### src/rtl/pwr_seq_ctrl.sv
// -----------------------------------------------------------------------------
// pwr_seq_ctrl
//
// Power-domain sequencer. Accepts one command at a time and walks the target
// domain(s) through the retention / isolation / power-switch / reset steps.
//
//   SHUTDOWN d   : SAVE (save[d] for SAVE_CYC) -> ISO (iso[d] set)
//                  -> SD (sd[d] set, dom_off[d] set, power_ack)
//   RESTORE d    : WAKE (sd cleared, wait for pwr_good, bounded by WAKE_TMO)
//   RESTORE_ALL  :   -> RESTORE (restore pulse) -> UNISO (iso cleared)
//                    -> RST (dom_reset for RST_CYC) -> DONE (dom_off cleared,
//                    power_ack). A wake timeout re-asserts sd and pulses err.
//   Illegal commands are answered with a single err pulse and no other effect.
//
// Ports
//   clock, reset_n        : clock, synchronous active-low reset
//   cmd_valid/cmd_ready   : command handshake (ready only while idle)
//   cmd_op, cmd_dom       : operation and target domain index
//   pwr_good[NDOM]        : per-domain power-good from the switch fabric
//   save/iso/sd/restore/dom_reset[NDOM] : per-domain controls
//                           (iso/sd polarity per ISO_LOW_MASK / SD_LOW_MASK)
//   dom_off[NDOM]         : domain powered-down status
//   power_ack, err        : one-cycle completion / error pulses
//   busy                  : sequence in progress (~cmd_ready)
//
// State actions happen on the clock edge that leaves a state, so every control
// output is a flop and each output becomes visible one cycle after the state
// that owns it is entered.
// -----------------------------------------------------------------------------
module pwr_seq_ctrl #(
    parameter int unsigned     NDOM         = 5,
    parameter int unsigned     SAVE_CYC     = 2,
    parameter int unsigned     WAKE_TMO     = 16,
    parameter int unsigned     RST_CYC      = 2,
    parameter logic [NDOM-1:0] ISO_LOW_MASK = '0,
    parameter logic [NDOM-1:0] SD_LOW_MASK  = '0
) (
    input  logic                    clock,
    input  logic                    reset_n,
    input  logic                    cmd_valid,
    output logic                    cmd_ready,
    input  logic [1:0]              cmd_op,
    input  logic [$clog2(NDOM)-1:0] cmd_dom,
    input  logic [NDOM-1:0]         pwr_good,
    output logic [NDOM-1:0]         save,
    output logic [NDOM-1:0]         iso,
    output logic [NDOM-1:0]         sd,
    output logic [NDOM-1:0]         restore,
    output logic [NDOM-1:0]         dom_reset,
    output logic [NDOM-1:0]         dom_off,
    output logic                    power_ack,
    output logic                    err,
    output logic                    busy
);

    localparam logic [1:0] OP_NOP         = 2'd0;
    localparam logic [1:0] OP_SHUTDOWN    = 2'd1;
    localparam logic [1:0] OP_RESTORE     = 2'd2;
    localparam logic [1:0] OP_RESTORE_ALL = 2'd3;

    // One counter is shared by SAVE, WAKE and RST; size it for the longest.
    localparam int unsigned MAX_A  = (SAVE_CYC > RST_CYC) ? SAVE_CYC : RST_CYC;
    localparam int unsigned MAX_C  = (MAX_A > WAKE_TMO) ? MAX_A : WAKE_TMO;
    localparam int unsigned CW     = $clog2(MAX_C + 1);

    localparam logic [CW-1:0] SAVE_LAST = CW'(SAVE_CYC - 1);
    localparam logic [CW-1:0] WAKE_LAST = CW'(WAKE_TMO - 1);
    localparam logic [CW-1:0] RST_LAST  = CW'(RST_CYC - 1);

    typedef enum logic [3:0] {
        S_IDLE,
        S_SAVE,
        S_ISO,
        S_SD,
        S_WAKE,
        S_RESTORE,
        S_UNISO,
        S_RST,
        S_DONE
    } state_e;

    state_e          state_q;
    logic [CW-1:0]   cnt_q;
    logic [NDOM-1:0] tgt_q;
    logic [NDOM-1:0] save_q;
    logic [NDOM-1:0] iso_q;      // logical isolation (1 = isolated)
    logic [NDOM-1:0] sd_q;       // logical shutdown (1 = switch off)
    logic [NDOM-1:0] restore_q;
    logic [NDOM-1:0] drst_q;
    logic [NDOM-1:0] off_q;
    logic            ack_q;
    logic            err_q;

    // ---------------------------------------------------------------------
    // Command decode. sel_dom is one-hot of cmd_dom and all-zero when the
    // index is out of range, so an illegal index never addresses a domain.
    // ---------------------------------------------------------------------
    logic [NDOM-1:0] sel_dom;
    logic [NDOM-1:0] wake_set;
    logic            dom_ok;
    logic            sel_off;
    logic            start_sd;
    logic            start_wk;
    logic            reject;
    logic            all_good;

    always_comb begin
        sel_dom = '0;
        for (int i = 0; i < int'(NDOM); i++) begin
            if (int'(cmd_dom) == i) sel_dom[i] = 1'b1;
        end
    end

    assign dom_ok  = |sel_dom;
    assign sel_off = |(sel_dom & off_q);

    always_comb begin
        start_sd = 1'b0;
        start_wk = 1'b0;
        reject   = 1'b0;
        wake_set = '0;
        if (cmd_valid) begin
            unique case (cmd_op)
                OP_SHUTDOWN: begin
                    if (dom_ok && !sel_off) start_sd = 1'b1;
                    else                    reject   = 1'b1;
                end
                OP_RESTORE: begin
                    if (dom_ok && sel_off) begin
                        start_wk = 1'b1;
                        wake_set = sel_dom;
                    end else begin
                        reject = 1'b1;
                    end
                end
                OP_RESTORE_ALL: begin
                    if (|off_q) begin
                        start_wk = 1'b1;
                        wake_set = off_q;
                    end else begin
                        reject = 1'b1;
                    end
                end
                default: ;  // OP_NOP: accepted, nothing happens
            endcase
        end
    end

    // Domains outside the target set are masked to 1 so only targets matter.
    assign all_good = &(pwr_good | ~tgt_q);

    // ---------------------------------------------------------------------
    // Sequencer
    // ---------------------------------------------------------------------
    always_ff @(posedge clock) begin
        if (!reset_n) begin
            state_q   <= S_IDLE;
            cnt_q     <= '0;
            tgt_q     <= '0;
            save_q    <= '0;
            iso_q     <= '0;
            sd_q      <= '0;
            restore_q <= '0;
            drst_q    <= '0;
            off_q     <= '0;
            ack_q     <= 1'b0;
            err_q     <= 1'b0;
        end else begin
            ack_q <= 1'b0;
            err_q <= 1'b0;
            unique case (state_q)
                S_IDLE: begin
                    cnt_q <= '0;
                    if (start_sd) begin
                        tgt_q   <= sel_dom;
                        state_q <= S_SAVE;
                    end else if (start_wk) begin
                        tgt_q   <= wake_set;
                        sd_q    <= sd_q & ~wake_set;
                        state_q <= S_WAKE;
                    end else if (reject) begin
                        err_q <= 1'b1;
                    end
                end
                S_SAVE: begin
                    save_q <= tgt_q;
                    if (cnt_q == SAVE_LAST) begin
                        cnt_q   <= '0;
                        state_q <= S_ISO;
                    end else begin
                        cnt_q <= cnt_q + CW'(1);
                    end
                end
                S_ISO: begin
                    save_q  <= '0;
                    iso_q   <= iso_q | tgt_q;
                    state_q <= S_SD;
                end
                S_SD: begin
                    sd_q    <= sd_q | tgt_q;
                    off_q   <= off_q | tgt_q;
                    ack_q   <= 1'b1;
                    state_q <= S_IDLE;
                end
                S_WAKE: begin
                    // power-good wins over a timeout on the same edge
                    if (all_good) begin
                        cnt_q   <= '0;
                        state_q <= S_RESTORE;
                    end else if (cnt_q == WAKE_LAST) begin
                        // switch back off; iso and dom_off were never released
                        sd_q    <= sd_q | tgt_q;
                        err_q   <= 1'b1;
                        cnt_q   <= '0;
                        state_q <= S_IDLE;
                    end else begin
                        cnt_q <= cnt_q + CW'(1);
                    end
                end
                S_RESTORE: begin
                    restore_q <= tgt_q;
                    state_q   <= S_UNISO;
                end
                S_UNISO: begin
                    restore_q <= '0;
                    iso_q     <= iso_q & ~tgt_q;
                    cnt_q     <= '0;
                    state_q   <= S_RST;
                end
                S_RST: begin
                    drst_q <= tgt_q;
                    if (cnt_q == RST_LAST) begin
                        cnt_q   <= '0;
                        state_q <= S_DONE;
                    end else begin
                        cnt_q <= cnt_q + CW'(1);
                    end
                end
                S_DONE: begin
                    drst_q  <= '0;
                    off_q   <= off_q & ~tgt_q;
                    ack_q   <= 1'b1;
                    state_q <= S_IDLE;
                end
                default: state_q <= S_IDLE;
            endcase
        end
    end

    // ---------------------------------------------------------------------
    // Outputs
    // ---------------------------------------------------------------------
    assign cmd_ready = (state_q == S_IDLE);
    assign busy      = ~cmd_ready;
    assign save      = save_q;
    assign iso       = iso_q ^ ISO_LOW_MASK;
    assign sd        = sd_q ^ SD_LOW_MASK;
    assign restore   = restore_q;
    assign dom_reset = drst_q;
    assign dom_off   = off_q;
    assign power_ack = ack_q;
    assign err       = err_q;

endmodule

### config.mk
export PLATFORM = sky130hd
export DESIGN_NAME = pwr_seq_ctrl
export DESIGN_NICKNAME = d
export VERILOG_FILES = /design/src/rtl/pwr_seq_ctrl.sv
export SDC_FILE = /design/constraint.sdc
export NUM_CORES = 1
export LEC_CHECK = 0
export ABC_CLOCK_PERIOD_IN_PS = 2500
export CORE_UTILIZATION = 52
export DETAILED_ROUTE_END_ITERATION = 16
export GPL_TIMING_DRIVEN = 1
export PLACE_DENSITY = 0.83
export SYNTH_ARGS = -nofsm -noshare
export SYNTH_HDL_FRONTEND = slang
export SYNTH_SLANG_ARGS = --single-unit
export TNS_END_PERCENT = 1
### constraint.sdc
create_clock -name clock -period 2.5 [get_ports clock]
set_input_delay 0.5 -clock clock [delete_from_list [all_inputs] [get_ports clock]]
set_output_delay 0.5 -clock clock [all_outputs]
set_load 0.03 [all_outputs]
==> metrics.txt <==
status completed; CTS Buf Count 5; final period utilization 91.0%; most common cell in the synthesized netlist dfxtp_1; nets 359; synth warn 0; CTS Hold Buffers Added 0; crit end category output pin; Clock Skew 0.00603 ns; post-CTS setup buffers 0; Post-DP HPWL 4.75 mm; Wirelength per Cell 16.7 um; pre-CTS setup slack -0.0187 ns; Mapped Nets 304; hold crit path type reg -> reg; Initial Util 55.2%; Root Buffer clkbuf_8; Top FF cell, synth dfxtp_1; post-synth top area share 37.8%; htree depth 2; DRT iter0 DRCs 209; I/O Pins 47; FILL cells 337; final slew viol count 0; clock sinks 46; row count 24; Post-Synthesis Cells 287; die span in x 70.4 um; setup TNS 0 ns; CTS max path bufs 2; area growth from synthesis to layout 29.1%; drt drc 0; Reg clk slew, reported paths 0.09 ns; asr flop ratio synth 0%; layout cells sized above 1 12.0%; slowest cell on the critical path clkdlybuf4s50_1; post-route setup slack 0.224 ns; vias 2410; Power Density 681 nW/um2; WL final 6.62 mm; average cell area after synthesis 8.48 um2; relative slew slack 63.2%; vias per inst 6.10; WS Path Type reg -> out; RSZ-0062 raised after global routing no; hold slack 0.462 ns; crit-path max FO 9; worst vdd ir 0.440 mV; Die Y 70.4 um; Worst Setup Start Kind register; top cells by area, synth dfxtp_1 38%, nor2_1 5.2%, nand2_1 3.7%; Synth top cells by count 46 x dfxtp_1, 34 x nor2_1, 24 x nand2_1; fmax 439 MHz; Leakage 1.18 nW; CP cell instances nor2_1 -> nand2_1 -> clkdlybuf4s50_1; max-cap violations 0; worst slew pin tran 0.546 ns; Arr. time, crit path 1.78 ns; Mapped Area 2430 um2; final setup violation count 0; aggregate global routing overflow 0; Final Hold Viols 0; Post-synth EDFFs 0; initial antenna violation count 0; Pwr Total 2.14 mW; Final Critical Period 2.28 ns; core area 4410 um2; sequential area share after synthesis 37.8%; largest area contributor in the netlist dfxtp_1; Max stage delay on crit path 0.69 ns; number of port buffers 46; GPL Wtd Cong 0.907; Worst EP required 2.00 ns; GRT Util Overall 27.5%; global-route wire length before repair 10.8 mm; count of cell types in the netlist 64; clk_lat worst skew 0.29 ns; CTS tree yes; number of global-route vias before repair 2245; Yosys reg bits 46; Initial DRT Pass Iterations 5; Detail Route Antenna Nets 0; die area 4960 um2; Ant. Diodes 0; largest net degree at the start of global routing 28
-- worst paths after layout --
check	endpoint	startpoint	slack (ns)	depth (start not counted)
max	busy	state_q[3]	0.22	3
min	sd[2]	sd[2]	0.46	2
max reg2reg	cnt_q[0]	cnt_q[0]	0.49	6
min reg2reg	sd[2]	sd[2]	0.46	2
-- through the flow --
step / instance area [um2] / utilization, % / cells
after global placement: 3030 / 68.7 / 387
after CTS: 3140 / 71.1 / 395
after floorplan: 2430 / - / 287
after detailed placement: 3030 / 68.7 / 387
final: 3140 / 71.2 / 395
after global routing: 3140 / 71.2 / 395
-- kinds of logic (layout without fill, tap and decap cells) --
logic type | Yosys count | in the layout | synth area share (%)
compound gates | 91 | 91 | 28.4
xor+xnor | 3 | 3 | 1.08
fa+ha+maj | 4 | 4 | 2.06
buf+inv | 30 | 86 | 5.14
flops | 46 | 46 | 37.8
mux | 9 | 9 | 4.21
simple gates | 104 | 104 | 21.3
-- worst max-delay path: cells and delay by family (launching register included) --
family        cells  cell delay (ns)
buf+inv           1             0.69
flops             1             0.53
simple gates      2             0.26
-- metal layers --
layer  vias up  share of wire (%)  GRT usage, %
li1       1163                  -             -
met1      1102                 46          39.7
met2       129                 44          39.9
met3        16                7.6          5.63
met4         0                1.8          10.4
met5         -                  0             0
-- cell type report --
class                      count  area [um2]  share of cell area [%]
clock buffer                   6        72.6                    2.31
clock inverter                 2        37.5                    1.19
inverter                      12        45.0                    1.43
multi-input combinational    211        1390                    44.2
sequential                    46         921                    29.3
tap                           52        65.1                    2.07
timing repair buffer          66         613                    19.5
-- report_power, final --
part	switching, mW	internal [mW]	total [mW]
registers	0.0405	0.776	0.817
clock network	0.250	0.298	0.549
logic	0.494	0.283	0.776
total	0.784	1.36	2.14
-- layout by cell type (no fill, tap or decap), types with 2 or more instances in the layout --
cell type / count
a211oi_1: 8
nor2_1: 34
nand2_1: 24
clkbuf_8: 5
o22ai_1: 3
nor3_1: 4
dfxtp_1: 46
mux2i_1: 8
ha_1: 4
and3b_1: 2
a2bb2oi_1: 3
a21oi_1: 14
nor4bb_1: 2
buf_4: 20
o21ai_0: 12
o221ai_1: 2
nor2b_1: 4
xor2_1: 2
nand4_1: 2
nand3_1: 10
and3_1: 6
a22oi_1: 10
nor3b_1: 2
nand2b_1: 3
or3_1: 2
clkdlybuf4s50_1: 45
a22o_1: 5
inv_1: 10
a31oi_1: 4
a21o_1: 7
o211ai_1: 5
-- timing repair --
| action | in CTS | in global routing |
|---|---|---|
| gates resized for setup | 0 | 1 |
| setup endpoints to repair | 0 | 1 |
| endpoints found under the hold margin | 0 | 0 |
(Power assumes the default switching activity.)
